## src/rtl/uart_pkg.sv

```systemverilog
// rtl/uart_pkg.sv - shared UART frame constants, state encodings and baud divisor helper
`timescale 1ns/1ps
package uart_pkg;

    localparam int DATA_BITS = 8;
    localparam int STOP_BITS = 1;

    typedef logic [2:0] uart_state_t;

    localparam uart_state_t ST_IDLE   = 3'd0;
    localparam uart_state_t ST_START  = 3'd1;
    localparam uart_state_t ST_DATA   = 3'd2;
    localparam uart_state_t ST_PARITY = 3'd3;
    localparam uart_state_t ST_STOP   = 3'd4;

    // Rounded to the nearest whole cycle so the rate error stays within half a clock.
    function automatic int calc_baud_div(input int clk_freq, input int baud);
        return (clk_freq + baud / 2) / baud;
    endfunction

endpackage

```

## src/rtl/uart_tx_fifo.sv

```systemverilog
// rtl/uart_tx_fifo.sv - synchronous first-word-fall-through byte buffer with occupancy count
`timescale 1ns/1ps
module uart_tx_fifo #(
    parameter int DEPTH = 4,
    parameter int W     = 8
) (
    input  logic         clk,
    input  logic         reset,
    input  logic         push,
    input  logic [W-1:0] push_data,
    input  logic         pop,
    output logic [W-1:0] pop_data,
    output logic [4:0]   count
);

    localparam int AW = $clog2(DEPTH);

    logic [W-1:0]  mem_q [DEPTH];
    logic [AW-1:0] wr_ptr_q, wr_ptr_d;
    logic [AW-1:0] rd_ptr_q, rd_ptr_d;
    logic [4:0]    count_q, count_d;
    logic          do_push, do_pop;

    always_comb begin
        do_push  = push && (count_q < 5'(DEPTH));
        do_pop   = pop && (count_q != '0);
        wr_ptr_d = wr_ptr_q;
        rd_ptr_d = rd_ptr_q;
        count_d  = count_q;
        if (do_push) wr_ptr_d = wr_ptr_q + AW'(1);
        if (do_pop)  rd_ptr_d = rd_ptr_q + AW'(1);
        case ({do_push, do_pop})
            2'b10:   count_d = count_q + 5'd1;
            2'b01:   count_d = count_q - 5'd1;
            default: count_d = count_q;
        endcase
    end

    always_ff @(posedge clk) begin
        if (reset) begin
            wr_ptr_q <= '0;
            rd_ptr_q <= '0;
            count_q  <= '0;
        end else begin
            wr_ptr_q <= wr_ptr_d;
            rd_ptr_q <= rd_ptr_d;
            count_q  <= count_d;
        end
    end

    // Storage needs no reset: entries are only visible once counted.
    always_ff @(posedge clk) begin
        if (do_push) mem_q[wr_ptr_q] <= push_data;
    end

    assign pop_data = mem_q[rd_ptr_q];
    assign count    = count_q;

endmodule

```

## src/rtl/uart_transmitter.sv

```systemverilog
// rtl/uart_transmitter.sv - buffered UART transmitter, 8N1 by default; define UART_TX_PARITY_EN for an even-parity bit
`timescale 1ns/1ps
module uart_transmitter #(
    parameter int CLK_FREQ   = 100000000,
    parameter int BAUD       = 9600,
    parameter int FIFO_DEPTH = 4
) (
    input  logic       sysclk,
    input  logic       reset,
    input  logic [7:0] tx_data,
    input  logic       tx_valid,
    output logic       tx_ready,
    output logic       UART_TX,
    output logic       tx_busy,
    output logic [4:0] fifo_count
);
    import uart_pkg::*;

    localparam int BAUD_DIV = calc_baud_div(CLK_FREQ, BAUD);
    localparam int CNT_W    = (BAUD_DIV > 2) ? $clog2(BAUD_DIV) : 1;
    localparam logic [CNT_W-1:0] BIT_RELOAD = CNT_W'(BAUD_DIV - 1);

    uart_state_t      state_q, state_d;
    logic [CNT_W-1:0] baud_cnt_q, baud_cnt_d;
    logic [2:0]       bit_idx_q, bit_idx_d;
    logic [7:0]       shreg_q, shreg_d;
    logic             tx_q, tx_d;
    logic             bit_done;
    logic             fifo_push, fifo_pop;
    logic [7:0]       fifo_head;

    assign tx_ready  = (fifo_count < 5'(FIFO_DEPTH));
    assign fifo_push = tx_valid && tx_ready && !reset;

    uart_tx_fifo #(
        .DEPTH (FIFO_DEPTH),
        .W     (8)
    ) u_fifo (
        .clk       (sysclk),
        .reset     (reset),
        .push      (fifo_push),
        .push_data (tx_data),
        .pop       (fifo_pop),
        .pop_data  (fifo_head),
        .count     (fifo_count)
    );

    // tx_d is the level for the state being entered, so the line changes on the same edge as the state.
    always_comb begin
        state_d    = state_q;
        baud_cnt_d = baud_cnt_q;
        bit_idx_d  = bit_idx_q;
        shreg_d    = shreg_q;
        tx_d       = tx_q;
        fifo_pop   = 1'b0;
        bit_done   = (baud_cnt_q == '0);
        if (state_q != ST_IDLE) begin
            baud_cnt_d = bit_done ? BIT_RELOAD : baud_cnt_q - CNT_W'(1);
        end
        case (state_q)
            ST_IDLE: begin
                if (fifo_count != '0) begin
                    fifo_pop   = 1'b1;
                    shreg_d    = fifo_head;
                    state_d    = ST_START;
                    tx_d       = 1'b0;
                    baud_cnt_d = BIT_RELOAD;
                end
            end
            ST_START: begin
                if (bit_done) begin
                    state_d   = ST_DATA;
                    bit_idx_d = '0;
                    tx_d      = shreg_q[0];
                end
            end
            ST_DATA: begin
                if (bit_done) begin
                    bit_idx_d = bit_idx_q + 3'd1;
                    if (bit_idx_q == 3'(DATA_BITS - 1)) begin
`ifdef UART_TX_PARITY_EN
                        state_d = ST_PARITY;
                        tx_d    = ^shreg_q;
`else
                        state_d = ST_STOP;
                        tx_d    = 1'b1;
`endif
                    end else begin
                        tx_d = shreg_q[bit_idx_d];
                    end
                end
            end
`ifdef UART_TX_PARITY_EN
            ST_PARITY: begin
                if (bit_done) begin
                    state_d   = ST_STOP;
                    bit_idx_d = '0;
                    tx_d      = 1'b1;
                end
            end
`endif
            ST_STOP: begin
                if (bit_done) begin
                    if (bit_idx_q == 3'(STOP_BITS - 1)) begin
                        bit_idx_d = '0;
                        if (fifo_count != '0) begin
                            fifo_pop = 1'b1;
                            shreg_d  = fifo_head;
                            state_d  = ST_START;
                            tx_d     = 1'b0;
                        end else begin
                            state_d    = ST_IDLE;
                            tx_d       = 1'b1;
                            baud_cnt_d = '0;
                        end
                    end else begin
                        bit_idx_d = bit_idx_q + 3'd1;
                    end
                end
            end
            default: begin
                state_d    = ST_IDLE;
                tx_d       = 1'b1;
                baud_cnt_d = '0;
            end
        endcase
    end

    always_ff @(posedge sysclk) begin
        if (reset) begin
            state_q    <= ST_IDLE;
            baud_cnt_q <= '0;
            bit_idx_q  <= '0;
            shreg_q    <= '0;
            tx_q       <= 1'b1;
        end else begin
            state_q    <= state_d;
            baud_cnt_q <= baud_cnt_d;
            bit_idx_q  <= bit_idx_d;
            shreg_q    <= shreg_d;
            tx_q       <= tx_d;
        end
    end

    assign UART_TX = tx_q;
    assign tx_busy = (state_q != ST_IDLE) || (fifo_count != '0);

endmodule
```

## config.mk

```make
export PLATFORM = sky130hd
export DESIGN_NAME = uart_transmitter
export DESIGN_NICKNAME = d
export VERILOG_FILES = /design/src/rtl/uart_pkg.sv /design/src/rtl/uart_tx_fifo.sv /design/src/rtl/uart_transmitter.sv
export SDC_FILE = /design/constraint.sdc
export NUM_CORES = 1
export LEC_CHECK = 0
export CAP_MARGIN = 20
export CORE_ASPECT_RATIO = 2
export CORE_MARGIN = 5
export CORE_UTILIZATION = 42
export CTS_BUF_LIST = sky130_fd_sc_hd__clkbuf_2 sky130_fd_sc_hd__clkbuf_4 sky130_fd_sc_hd__clkbuf_8
export CTS_CLUSTER_SIZE = 40
export DETAILED_ROUTE_END_ITERATION = 6
export SETUP_SLACK_MARGIN = 0.02
export SYNTH_ARGS = -nofsm -noshare
export SYNTH_HDL_FRONTEND = slang
export SYNTH_SLANG_ARGS = --single-unit
```

## constraint.sdc

```tcl
create_clock -name sysclk -period 4.5 [get_ports sysclk]
set_input_delay 0.675 -clock sysclk [delete_from_list [all_inputs] [get_ports sysclk]]
set_output_delay 0.675 -clock sysclk [all_outputs]
set_load 0.01 [all_outputs]
```

== After elaboration in Yosys (flattened, before gate mapping) ==
Memory sizes are Yosys's and may differ from the RTL's. A register that Yosys moved wholly into a read port is not among the register bits.
Index checks and enable logic that the tools add are counted.

* Add/subtract/negate cells: 6
* Magnitude comparators: 2
* Equality and inequality tests: 12
* Multiplexer cells: 43
* Reduce and logical (&&, ||, !) cells: 19

{| class="wikitable"
|+ Operators by type and width
! cell !! count
|-
| 14-bit 2-to-1 mux || 6
|-
| 14-bit one-hot mux with 3 select lines || 1
|-
| 3-bit 2-to-1 mux || 10
|-
| 8-bit 2-to-1 mux || 3
|-
| 8-bit one-hot mux with 2 select lines || 1
|-
| 14-bit zero test || 1
|-
| 1-bit 2-to-1 mux || 14
|-
| 14-bit by 1-bit subtractor with 14-bit output (second input constant) || 1
|-
| 2-bit != test (second input constant) || 6
|-
| 3-bit one-hot mux with 4 select lines || 1
|-
| 5-bit one-hot mux with 2 select lines || 1
|-
| 3-bit one-hot mux with 3 select lines || 1
|-
| 3-bit equality test (second input constant) || 2
|-
| 3-bit zero test || 2
|-
| 6-bit AND reduction || 1
|-
| 3-bit nonzero test || 2
|-
| 5-bit by 1-bit adder with 5-bit output (second input constant) || 1
|-
| 5-bit by 3-bit less-than comparator with 1-bit output (second input constant) || 1
|-
| 5-bit AND reduction || 1
|-
| 5-bit nonzero test || 1
|-
| 5-bit by 1-bit subtractor with 5-bit output (second input constant) || 1
|-
| 2-bit by 1-bit adder with 2-bit output (second input constant) || 2
|-
| 1-bit logical AND || 4
|-
| 3-bit by 4-bit less-than comparator with 1-bit output (second input constant) || 1
|-
| other kinds (15) || 17
|}

* Flip-flop bits (word level): 38
* RAM bits: 32
* Bits of input ports: 11
* Output and inout port bits: 8
* Logic and storage cells: 91
* Memories kept: 1

{| class="wikitable"
|+ Memories
! memory !! depth !! bits a word !! rd ports !! clocked after Yosys merged registers in !! write ports !! line !! text
|-
| u_fifo.mem_q || 4 || 8 || 1 || 1 || 1 || uart_tx_fifo.sv:18 || <nowiki>logic [W-1:0] mem_q [DEPTH];</nowiki>
|}

== Longest topological paths before layout ==
Gate-level depths: netlist of the first run.

* Depth in word-level cells: 8
* Mapped depth: 15
* Gate-level depth less buffers: 13

== Modules after synthesis ==
A second synthesis of the first run with hierarchy kept.

* Cells, all modules: 315
* Area, all modules: 3525.9 um2

{| class="wikitable"
|+ Modules (own cells, without submodules)
! module !! times used !! cells an instance !! area an instance (um2) !! sequential area each (um2)
|-
| uart_tx_fifo || 1 || 118 || 1839.3 || 1181.1
|-
| uart_transmitter || 1 || 197 || 1686.6 || 580.6
|}

== Least setup slack after synthesis of the first run ==
OpenSTA, ideal clock, no wires.

* Path type: reg-to-reg
* Start point: reg bit_idx_q[0]
* End point: reg u_fifo.count_q[4], in the netlist u_fifo.count[4]
* Data arrival time: 3.027 ns
* Slack: 1.352 ns
* Cell stages (with the launch flop): 16
* Path buffers: 2
* Period minus slack after synthesis: 3.148 ns
* Cell sequence: dfxtp_1 inv_1 ha_1 nor4b_1 nand4_2 a21oi_4 buf_8 ha_1 clkbuf_1 xor2_1 ha_1 a211o_1 nand2_1 nand3b_1 a31oi_1 mux2_2

* Longest elaborated chain between the ends: 7
* Elaborated cells between the ends (all ways): 9
* Those cells by class: eq/ne: 2; mux: 4; reduce/logical: 3

{| class="wikitable"
|+ Ends and longest elaborated chain
! item !! line !! text
|-
| start: declaration || uart_transmitter.sv:25 || <nowiki>logic [2:0] bit_idx_q, bit_idx_d;</nowiki>
|-
| start signal: assignment || uart_transmitter.sv:139 || <nowiki>bit_idx_q <= bit_idx_d;</nowiki>
|-
| 3-bit zero test (*) || uart_transmitter.sv:104 || <nowiki>if (bit_idx_q == 3'(STOP_BITS - 1)) begin</nowiki>
|-
| 1-bit 2-to-1 mux (*) || uart_transmitter.sv:104 ||
|-
| 1-bit 2-to-1 mux (*) || uart_transmitter.sv:103 || <nowiki>if (bit_done) begin</nowiki>
|-
| 1-bit one-hot mux with 2 select lines (*) || uart_transmitter.sv:60 || <nowiki>case (state_q)</nowiki>
|-
| 1-bit logical AND (*) || uart_tx_fifo.sv:26 || <nowiki>do_pop = pop && (count_q != '0);</nowiki>
|-
| named net u_fifo.do_pop || uart_tx_fifo.sv:22 || <nowiki>logic do_push, do_pop;</nowiki>
|-
| 2-bit by 1-bit equality test with 1-bit output or 2-bit equality test (tied branches) || uart_tx_fifo.sv:32 || <nowiki>case ({do_push, do_pop})</nowiki>
|-
| 5-bit one-hot mux with 2 select lines or 2-bit nonzero test (tied branches) || -- ||
|-
| end signal: assignment || uart_tx_fifo.sv:47 || <nowiki>count_q <= count_d;</nowiki>
|-
| end: declaration || uart_tx_fifo.sv:21 || <nowiki>logic [4:0] count_q, count_d;</nowiki>
|}

Mark *: on every way through the listed nets, which the timed path passes. The rest lies on a longest branch.
A chain may end at the register's enable or synchronous reset.

== Worst setup path in the final report of the first run ==
* Start point: reg bit_idx_q[0]
* End point: reg u_fifo.count_q[4], in the netlist u_fifo.count[4]

* Longest elaborated chain between the ends: 7
* Elaborated cells between the ends (all ways): 9
* Those cells by class: eq/ne: 2; mux: 4; reduce/logical: 3

{| class="wikitable"
|+ Ends and longest elaborated chain
! item !! line
|-
| 3-bit zero test (*) || uart_transmitter.sv:104
|-
| 1-bit 2-to-1 mux (*) || uart_transmitter.sv:104
|-
| 1-bit 2-to-1 mux (*) || uart_transmitter.sv:103
|-
| 1-bit one-hot mux with 2 select lines (*) || uart_transmitter.sv:60
|-
| 1-bit logical AND (*) || uart_tx_fifo.sv:26
|-
| 2-bit by 1-bit equality test with 1-bit output or 2-bit equality test (tied branches) || uart_tx_fifo.sv:32
|-
| 5-bit one-hot mux with 2 select lines or 2-bit nonzero test (tied branches) || --
|}

Every way passes the cells marked *; elsewhere a longest branch is shown, timed or not.

==> flow_metrics.env, run 1 <==
export IMPL_setup_ws_ns=0.869
export IMPL_dp_hpwl_um=5010
export IMPL_cts_made_buffers=9
export IMPL_crit_path_start_kind="register"
export IMPL_vias=2286
export IMPL_synth_area_top_cells="edfxtp_1 (28%), dfxtp_1 (24%), mux4_2 (6.7%), ha_1 (4.4%), nor2_1 (4.2%)"
export IMPL_synthArstFlopShare=0
export IMPL_layout_min_cycle_time_ns=3.63
export IMPL_yosys_warnings=0
export IMPL_fin_worst_skew_ns=0.00866
export IMPL_worst_setup_path_type="register to register"
export IMPL_start_util=0.428
export IMPL_grt_use_total=0.151
export IMPL_ios=19
export IMPL_critPathMaxFanout=14
export IMPL_relSlewSlack=0.554
export IMPL_instances_no_fill=409
export IMPL_place_gp_congestion=0.897
export IMPL_hold_viol_final=0
export IMPL_dr_first_iter_drc_count=72
export IMPL_syn_num_nets=315
export IMPL_wirelength_um=6730
export IMPL_cts_hold_buf=0
export IMPL_synthFlopType="dfxtp_1"
export IMPL_min_path_type="register to register"
export IMPL_antenna_found_initial=0
export IMPL_grt_max_degree=28
export IMPL_htreeDepth=3
export IMPL_synth_edf_count=32
export IMPL_final_cell_mix="dfxtp_1 (40), nor2_1 (38), edfxtp_1 (32)"
export IMPL_final_max_slew_viol_count=0
export IMPL_dp_cells=393
export IMPL_drc=0
export IMPL_multi_input_area_mm2=0.00150
export IMPL_regArea_mm2=0.00176
export IMPL_post_cts_buffers=0
export IMPL_viasPerCell=5.59
export IMPL_num_fill_cells=733
export IMPL_p_leak_nw=1.33
export IMPL_rsz0062_at_grt="false"
export IMPL_ant_nets=0
export IMPL_fp_dieW_um=73.4
export IMPL_ys_seq_area_frac=0.522
export IMPL_clk_latency_ns=0.36
export IMPL_status="finished, final reports clean"
export IMPL_cts_tree="built"
export IMPL_ir_worst_vdd_v=0.000307
export IMPL_fin_crit_sh=0.807
export IMPL_nNetsFinal=331
export IMPL_dp_slack_ns=0.870
export IMPL_cts_buffer_depth=2
export IMPL_n_antenna_cell=0
export IMPL_cp_arrival_ns=3.87
export IMPL_powerDensity_mw_per_mm2=704
export IMPL_timing_fmax_mhz=275
export IMPL_die_area_mm2=0.0100
export IMPL_rr_worst_depth=13
export IMPL_synth_top_area_cell="edfxtp_1"
export IMPL_drive_gt1_frac=0.128
export IMPL_worstSetupEndpointType="register"
export IMPL_avgSynthCellArea_um2=11.6
export IMPL_port_buffers=18
export IMPL_hold_path_depth=2
export IMPL_yosysTopAreaCellShare=0.285
export IMPL_die_y_um=137
export IMPL_grt_pass1_wl_um=11400
export IMPL_cp_required_ns=4.74
export IMPL_ys_types=56
export IMPL_finalSetupTns_ns=0
export IMPL_netlist_area_mm2=0.00338
export IMPL_cts_sinks=72
export IMPL_fp_coreArea_mm2=0.00789
export IMPL_max_cap_violations=0
export IMPL_tightest_slew_ns=0.663
export IMPL_clkTransAtPathRegs_ns=0.08
export IMPL_ys_ff_latch=72
export IMPL_routedWlPerCell_um=16.4
export IMPL_cts_resized=0
export IMPL_layout_commonest_cell="dfxtp_1"
export IMPL_rows=46
export IMPL_synthesis_instances=292
export IMPL_setup_viol=0
export IMPL_power_total_mw=2.68
export IMPL_drt_pass1_iter_count=6
export IMPL_gr_total_overflow=0
export IMPL_root_buffer="clkbuf_8"
export IMPL_syn_to_final_growth_pct=12.7
export IMPL_grt_pass1_vias=2360
synth_stat cells (3+ instances only):
cell type	count
dfxtp_1	40
nor2_1	38
edfxtp_1	32
nand2_1	14
a21oi_1	12
ha_1	12
mux2i_1	10
mux4_2	10
nor3_1	10
inv_1	9
xnor2_1	8
xor2_1	7
nor3b_1	6
clkbuf_1	5
nand2b_1	5
nand3_1	5
o21ai_0	5
o21ai_1	5
and2_1	4
a211oi_1	3
a221oi_1	3
a31oi_1	3
buf_1	3
or3_1	3
critical path, stage by stage, from the launching register on:
cell and delay [ns]:
dfxtp_1 0.33, inv_1 0.11, ha_1 0.18, nor4b_1 0.38, nand4_2 0.22, a21oi_4 0.52, ha_1 0.46, xor2_1 0.19
ha_1 0.21, nor2_1 0.06, nor3b_1 0.17, o21ai_0 0.11, a31oi_1 0.22, mux2_2 0.35
per-stage QoR:
step                utilization  cell area (um^2)  hold slack (ns)
global placement          0.457              3600            0.474
finish                    0.483              3810            0.495
global route              0.483              3810            0.537
detailed placement        0.457              3600            0.478
CTS                       0.483              3810            0.498
floorplan                     -              3380            0.455
cell type report:
type | count | share of cell area
inverter | 10 | 0.00986
tap | 96 | 0.0316
multi-input combinational | 196 | 0.393
clock inverter | 7 | 0.0207
sequential | 72 | 0.463
clock buffer | 9 | 0.0325
timing repair buffer | 19 | 0.0493
sequential cells by signal, indices dropped and copies added (netlist names), named ones only:
register	flops
state_q	3
u_fifo.wr_ptr_q	2
baud_cnt_q	14
bit_idx_q	3
u_fifo.rd_ptr_q	2
shreg_q	8
u_fifo.count	5
UART_TX	1
u_fifo.mem_q	32
worst paths after layout:
kind                endpoint    startpoint  slack (ns)
max reg2reg  u_fifo.count[4]  bit_idx_q[0]        0.87
min reg2reg       shreg_q[6]    shreg_q[6]        0.49
max          u_fifo.count[4]  bit_idx_q[0]        0.87
min               shreg_q[6]    shreg_q[6]        0.49
per-layer routing:
metal | vias to the layer above | track usage | share of wire
met1 | 1120 | 0.146 | 0.35
met4 | 0 | 0.0806 | 0.031
met2 | 45 | 0.280 | 0.58
met5 | - | 0 | 0
li1 | 1104 | - | -
met3 | 17 | 0.0397 | 0.033
kinds of logic after synthesis:
logic type / synth area share
xor+xnor: 0.0389
mux: 0.0997
buf+inv: 0.0352
fa+ha+maj: 0.0445
simple gates: 0.165
compound gates: 0.0952
flops: 0.522
power breakdown:
group	total, mW	switching, mW	internal, mW
logic	1.16	0.624	0.538
clock network	0.522	0.260	0.261
registers	0.995	0.167	0.827
total	2.68	1.05	1.63
No activity file was read; power rests on OpenSTA's default activity.
==> run 2: changes to the inputs <==
==> constraint.sdc (replaced) <==
create_clock -name sysclk -period 3.2 [get_ports sysclk]
set_input_delay 0.48 -clock sysclk [delete_from_list [all_inputs] [get_ports sysclk]]
set_output_delay 0.48 -clock sysclk [all_outputs]
set_load 0.01 [all_outputs]
==> run 2 against run 1 <==
Against the previous run: count of clock-buffer cells in the layout stayed put; global-route usage is 0.17 points lower; largest power group unchanged; flip-flop and latch count stayed put; critical path depth is 3 lower; via count is 2.2% lower; power is 43% higher; fmax is 24% higher; worst hold slack better by 0.011 ns; register-to-register slack worse by 0.60 ns; non-clock buffer count is 4 higher; critical endpoint unchanged.
==> flow_metrics.env, run 2 (synthesis results as in run 1) <==
export IMPL_drive_gt1_frac=0.142
export IMPL_drt_pass1_iter_count=4
export IMPL_design_area_mm2=0.00385
export IMPL_relSlewSlack=0.585
export IMPL_antenna_found_initial=0
export IMPL_fp_dieW_um=73.4
export IMPL_wirelength_um=6560
export IMPL_layout_commonest_cell="dfxtp_1"
export IMPL_grt_pass1_wl_um=11300
export IMPL_gr_total_overflow=0
export IMPL_grt_use_total=0.149
export IMPL_rsz0062_at_grt="false"
export IMPL_drc=0
export IMPL_grt_pass1_vias=2327
export IMPL_dp_cells=397
export IMPL_fin_crit_sh=0.915
export IMPL_place_gp_congestion=0.850
export IMPL_nNetsFinal=335
export IMPL_clk_latency_ns=0.36
export IMPL_cts_made_buffers=9
export IMPL_dp_slack_ns=0.188
export IMPL_vias=2235
export IMPL_cts_tree="built"
export IMPL_ant_nets=0
export IMPL_n_antenna_cell=0
export IMPL_finalSetupTns_ns=0
export IMPL_final_max_slew_viol_count=0
export IMPL_power_total_mw=3.84
export IMPL_routedWlPerCell_um=15.9
export IMPL_timing_fmax_mhz=342
export IMPL_status="finished, final reports clean"
export IMPL_clkTransAtPathRegs_ns=0.08
export IMPL_p_leak_nw=1.36
export IMPL_grt_max_degree=28
export IMPL_ios=19
export IMPL_cts_hold_buf=0
export IMPL_root_buffer="clkbuf_8"
export IMPL_rows=46
export IMPL_syn_to_final_growth_pct=14.0
export IMPL_setup_ws_ns=0.273
export IMPL_largest_reg_flops=32
export IMPL_tightest_slew_ns=0.617
export IMPL_reg_top3="u_fifo.mem_q (32), baud_cnt_q (14), shreg_q (8)"
export IMPL_max_cap_violations=0
export IMPL_instances_no_fill=413
export IMPL_rr_worst_depth=10
export IMPL_cts_buffer_depth=2
export IMPL_htreeDepth=3
export IMPL_die_y_um=137
export IMPL_hold_viol_final=0
export IMPL_die_area_mm2=0.0100
export IMPL_critPathMaxFanout=9
export IMPL_worstSetupEndpointType="register"
export IMPL_dp_hpwl_um=4930
export IMPL_min_path_type="register to register"
export IMPL_port_buffers=18
export IMPL_viasPerCell=5.41
export IMPL_worst_setup_path_type="register to register"
export IMPL_hold_path_depth=2
export IMPL_top_register="u_fifo.mem_q"
export IMPL_cp_required_ns=3.45
export IMPL_cp_arrival_ns=3.18
export IMPL_setup_viol=0
export IMPL_fin_worst_skew_ns=0.00600
export IMPL_final_cell_mix="dfxtp_1 (40), nor2_1 (38), edfxtp_1 (32)"
export IMPL_powerDensity_mw_per_mm2=997
export IMPL_ir_worst_vdd_v=0.000518
export IMPL_crit_path_start_kind="register"
export IMPL_start_util=0.428
export IMPL_cts_sinks=72
export IMPL_layout_min_cycle_time_ns=2.93
export IMPL_fp_coreArea_mm2=0.00789
export IMPL_place_area_mm2=0.00363
export IMPL_dr_first_iter_drc_count=62
[run 2: cell types whose count changed in the layout (fill, tap and decap cells not counted), sizes merged]
cell	before	now
buf	1	5
clkinv	4	2
inv	12	14
[run 2: what timing repair did]
action | in CTS | in global routing
resized for setup | 0 | 1
setup endpoints to repair | 0 | 1
setup buffers | 0 | 0
[run 2: path summary, 6_finish.rpt]
path / start / endpoint / slack (ns)
worst max register to register: u_fifo.count[1] / u_fifo.count[4] / 0.27
worst min-delay path: shreg_q[5] / shreg_q[5] / 0.51
worst max-delay path: u_fifo.count[1] / u_fifo.count[4] / 0.27
worst min register to register: shreg_q[5] / shreg_q[5] / 0.51
[run 2: layout make-up]
cell class                      count  area [um^2]
Fill cell                         715         4040
Sequential cell                    72         1760
Multi-Input combinational cell    196         1500
Timing Repair Buffer               23          218
Clock buffer                        9          124
Tap cell                           96          120
Clock inverter                      7         85.1
Inverter                           10         37.5
[run 2: per-layer routing]
layer	vias up	GRT usage	part of all wire
met3	15	0.0338	0.021
li1	1112	-	-
met4	0	0.0766	0.028
met2	27	0.287	0.59
met5	-	0	0
met1	1081	0.140	0.36
[run 2: worst max-delay path: stages, from the launching register on]
cell and delay (ns):
dfxtp_1 0.41, or4_4 0.60, o21ai_4 0.18, a21oi_4 0.06
ha_1 0.24, buf_4 0.17, ha_1 0.32, nor3b_1 0.17
o21ai_0 0.10, a31oi_1 0.21, mux2_2 0.34
[run 2: through the flow]
| stage | util | hold slack, ns |
|---|---|---|
| 3_5_place_dp | 0.461 | 0.486 |
| 5_1_grt | 0.488 | 0.538 |
| 6_report | 0.488 | 0.506 |
| 4_1_cts | 0.487 | 0.513 |
| 3_3_place_gp | 0.461 | 0.473 |
| 2_1_floorplan | - | 0.455 |
[run 2: power breakdown]
group          total (mW)  switching, mW  internal, mW  leakage, nW
sequential           1.39          0.222          1.16        0.618
clock               0.759          0.383         0.376        0.107
combinational        1.69          0.892         0.801        0.631
total                3.84           1.50          2.34         1.36
==> run 3: changes to the inputs <==
--- a/config.mk
+++ b/config.mk
@@ -9,7 +9,7 @@
 export CORE_ASPECT_RATIO = 2
 export CORE_MARGIN = 5
 export CORE_UTILIZATION = 42
-export CTS_BUF_LIST = sky130_fd_sc_hd__clkbuf_2 sky130_fd_sc_hd__clkbuf_4 sky130_fd_sc_hd__clkbuf_8
+export CTS_BUF_LIST = sky130_fd_sc_hd__clkbuf_16
 export CTS_CLUSTER_SIZE = 40
 export DETAILED_ROUTE_END_ITERATION = 6
 export SETUP_SLACK_MARGIN = 0.02
==> run 3 against run 2 <==
Against the previous run: power grew 7.4%; clock skew grew 0.0011 ns; final cell count is the same; die area is the same; largest cell class unchanged; largest power group unchanged; first-iteration DRC count grew 21%; worst setup slack is essentially flat; critical endpoint unchanged; count of clock-buffer cells in the layout is the same; worst hold slack lost 0.014 ns; global-route usage grew 0.15 points; cell area grew 2.6%.
==> flow_metrics.env, run 3 (synthesis results as in run 1) <==
export IMPL_ios=19
export IMPL_critPathMaxFanout=9
export IMPL_reg_top3="u_fifo.mem_q (32), baud_cnt_q (14), shreg_q (8)"
export IMPL_cts_sinks=72
export IMPL_hold_worst_slack_ns=0.492
export IMPL_reg2reg_to="u_fifo.count[4]"
export IMPL_layout_min_cycle_time_ns=2.93
export IMPL_fin_worst_skew_ns=0.00709
export IMPL_ff2ff_setup_slack_ns=0.27
export IMPL_cts_made_buffers=9
export IMPL_layout_commonest_cell="dfxtp_1"
export IMPL_grt_use_total=0.151
export IMPL_crit_end="u_fifo.count[4]"
export IMPL_worstSetupStartpoint="u_fifo.count[1]"
export IMPL_min_path_type="register to register"
export IMPL_root_buffer="clkbuf_16"
export IMPL_place_gp_congestion=0.850
export IMPL_rsz0062_at_grt="false"
export IMPL_drt_pass1_iter_count=4
export IMPL_crit_path_start_kind="register"
export IMPL_n_antenna_cell=0
export IMPL_fp_dieW_um=73.4
export IMPL_die_area_mm2=0.0100
export IMPL_cts_tree="built"
export IMPL_die_y_um=137
export IMPL_wirelength_um=6620
export IMPL_clk_latency_ns=0.34
export IMPL_dp_hpwl_um=4930
export IMPL_worstSetupEndpointType="register"
export IMPL_internal_power_mw=2.59
export IMPL_powerDensity_mw_per_mm2=1040
export IMPL_setup_viol=0
export IMPL_final_max_slew_viol_count=0
export IMPL_power_total_mw=4.12
export IMPL_p_leak_nw=1.40
export IMPL_max_cap_violations=0
export IMPL_top_register="u_fifo.mem_q"
export IMPL_timing_fmax_mhz=342
export IMPL_port_buffers=18
export IMPL_fin_util=0.501
export IMPL_gr_total_overflow=0
export IMPL_relSlewSlack=0.587
export IMPL_cp_arrival_ns=3.16
export IMPL_fin_crit_sh=0.915
export IMPL_tightest_slew_ns=0.615
export IMPL_vias=2245
export IMPL_worst_setup_path_type="register to register"
export IMPL_r2r_start="u_fifo.count[1]"
export IMPL_grt_max_degree=28
export IMPL_routedWlPerCell_um=16.0
export IMPL_fp_coreArea_mm2=0.00789
export IMPL_ant_nets=0
export IMPL_cts_resized=0
export IMPL_start_util=0.428
export IMPL_finalSetupTns_ns=0
export IMPL_drc=0
export IMPL_clkTransAtPathRegs_ns=0.06
export IMPL_cts_hold_buf=0
export IMPL_cts_buffer_depth=2
export IMPL_hold_viol_final=0
export IMPL_rr_worst_depth=10
export IMPL_grt_pass1_wl_um=11300
export IMPL_switchingPower_mw=1.54
export IMPL_final_cell_mix="dfxtp_1 (40), nor2_1 (38), edfxtp_1 (32)"
export IMPL_rows=46
export IMPL_worstHoldStart="shreg_q[6]"
export IMPL_pwr_share_comb=0.410
export IMPL_p_clk_frac=0.253
export IMPL_post_cts_buffers=0
export IMPL_viasPerCell=5.44
export IMPL_status="finished, final reports clean"
export IMPL_p_sw_frac=0.373
export IMPL_grt_pass1_vias=2297
export IMPL_nNetsFinal=335
export IMPL_dr_first_iter_drc_count=75
export IMPL_htreeDepth=3
export IMPL_antenna_found_initial=0
export IMPL_largest_reg_flops=32
export IMPL_cp_required_ns=3.43
export IMPL_ir_worst_vdd_v=0.000509
export IMPL_drive_gt1_frac=0.142
export IMPL_seq_power_share=0.337
export IMPL_syn_to_final_growth_pct=17.0
[run 3: cell count changes in the layout (fill, tap and decap cells not counted)]
cell       before  now
clkbuf_8        9    0
clkbuf_16       0    9
[run 3: how the worst min path moves through the flow]
stage                            end  slack [ns]  depth (start not counted)
after CTS                 shreg_q[6]        0.50                          2
after global placement    shreg_q[6]        0.47                          2
after floorplan           shreg_q[4]        0.45                          2
after global routing      shreg_q[6]        0.51                          2
final                     shreg_q[6]        0.49                          2
after detailed placement  shreg_q[6]        0.49                          2
[run 3: layer usage]
metal | track usage | wire length, um | share of wire
met5 | 0 | 0 | 0
met4 | 0.0806 | 221 | 0.033
met3 | 0.0426 | 172 | 0.026
met2 | 0.281 | 3790 | 0.57
met1 | 0.142 | 2430 | 0.37
[run 3: area by class of cell]
| cell class | count | area, um^2 |
|---|---|---|
| Inverter | 10 | 37.5 |
| Clock inverter | 7 | 85.1 |
| Tap cell | 96 | 120 |
| Fill cell | 701 | 3940 |
| Multi-Input combinational cell | 196 | 1500 |
| Timing Repair Buffer | 23 | 218 |
| Sequential cell | 72 | 1760 |
| Clock buffer | 9 | 225 |
[run 3: power by group through the flow]
stage | registers, mW | logic (mW) | clock network, mW
3_5_place_dp | 1.41 | 1.71 | 0
3_3_place_gp | 1.40 | 1.68 | 0
2_1_floorplan | 1.32 | 1.36 | 0
5_1_grt | 1.43 | 1.88 | 1.10
4_1_cts | 1.39 | 1.71 | 1.06
6_report | 1.39 | 1.69 | 1.04
[run 3: through the flow]
stage / std cells / setup WS (ns) / cell area [um^2]
after global routing: 413 / 0.0559 / 3950
final: 413 / 0.273 / 3950
after floorplan: 292 / 0.0521 / 3380
after CTS: 413 / 0.191 / 3940
after global placement: 397 / 0.216 / 3630
after detailed placement: 397 / 0.188 / 3630
[run 3: critical path, cell delays in order, from the launching register on]
cell and delay (ns):
dfxtp_1 0.41, or4_4 0.60, o21ai_4 0.18, a21oi_4 0.06
ha_1 0.24, buf_4 0.17, ha_1 0.32, nor3b_1 0.17
o21ai_0 0.10, a31oi_1 0.21, mux2_2 0.34
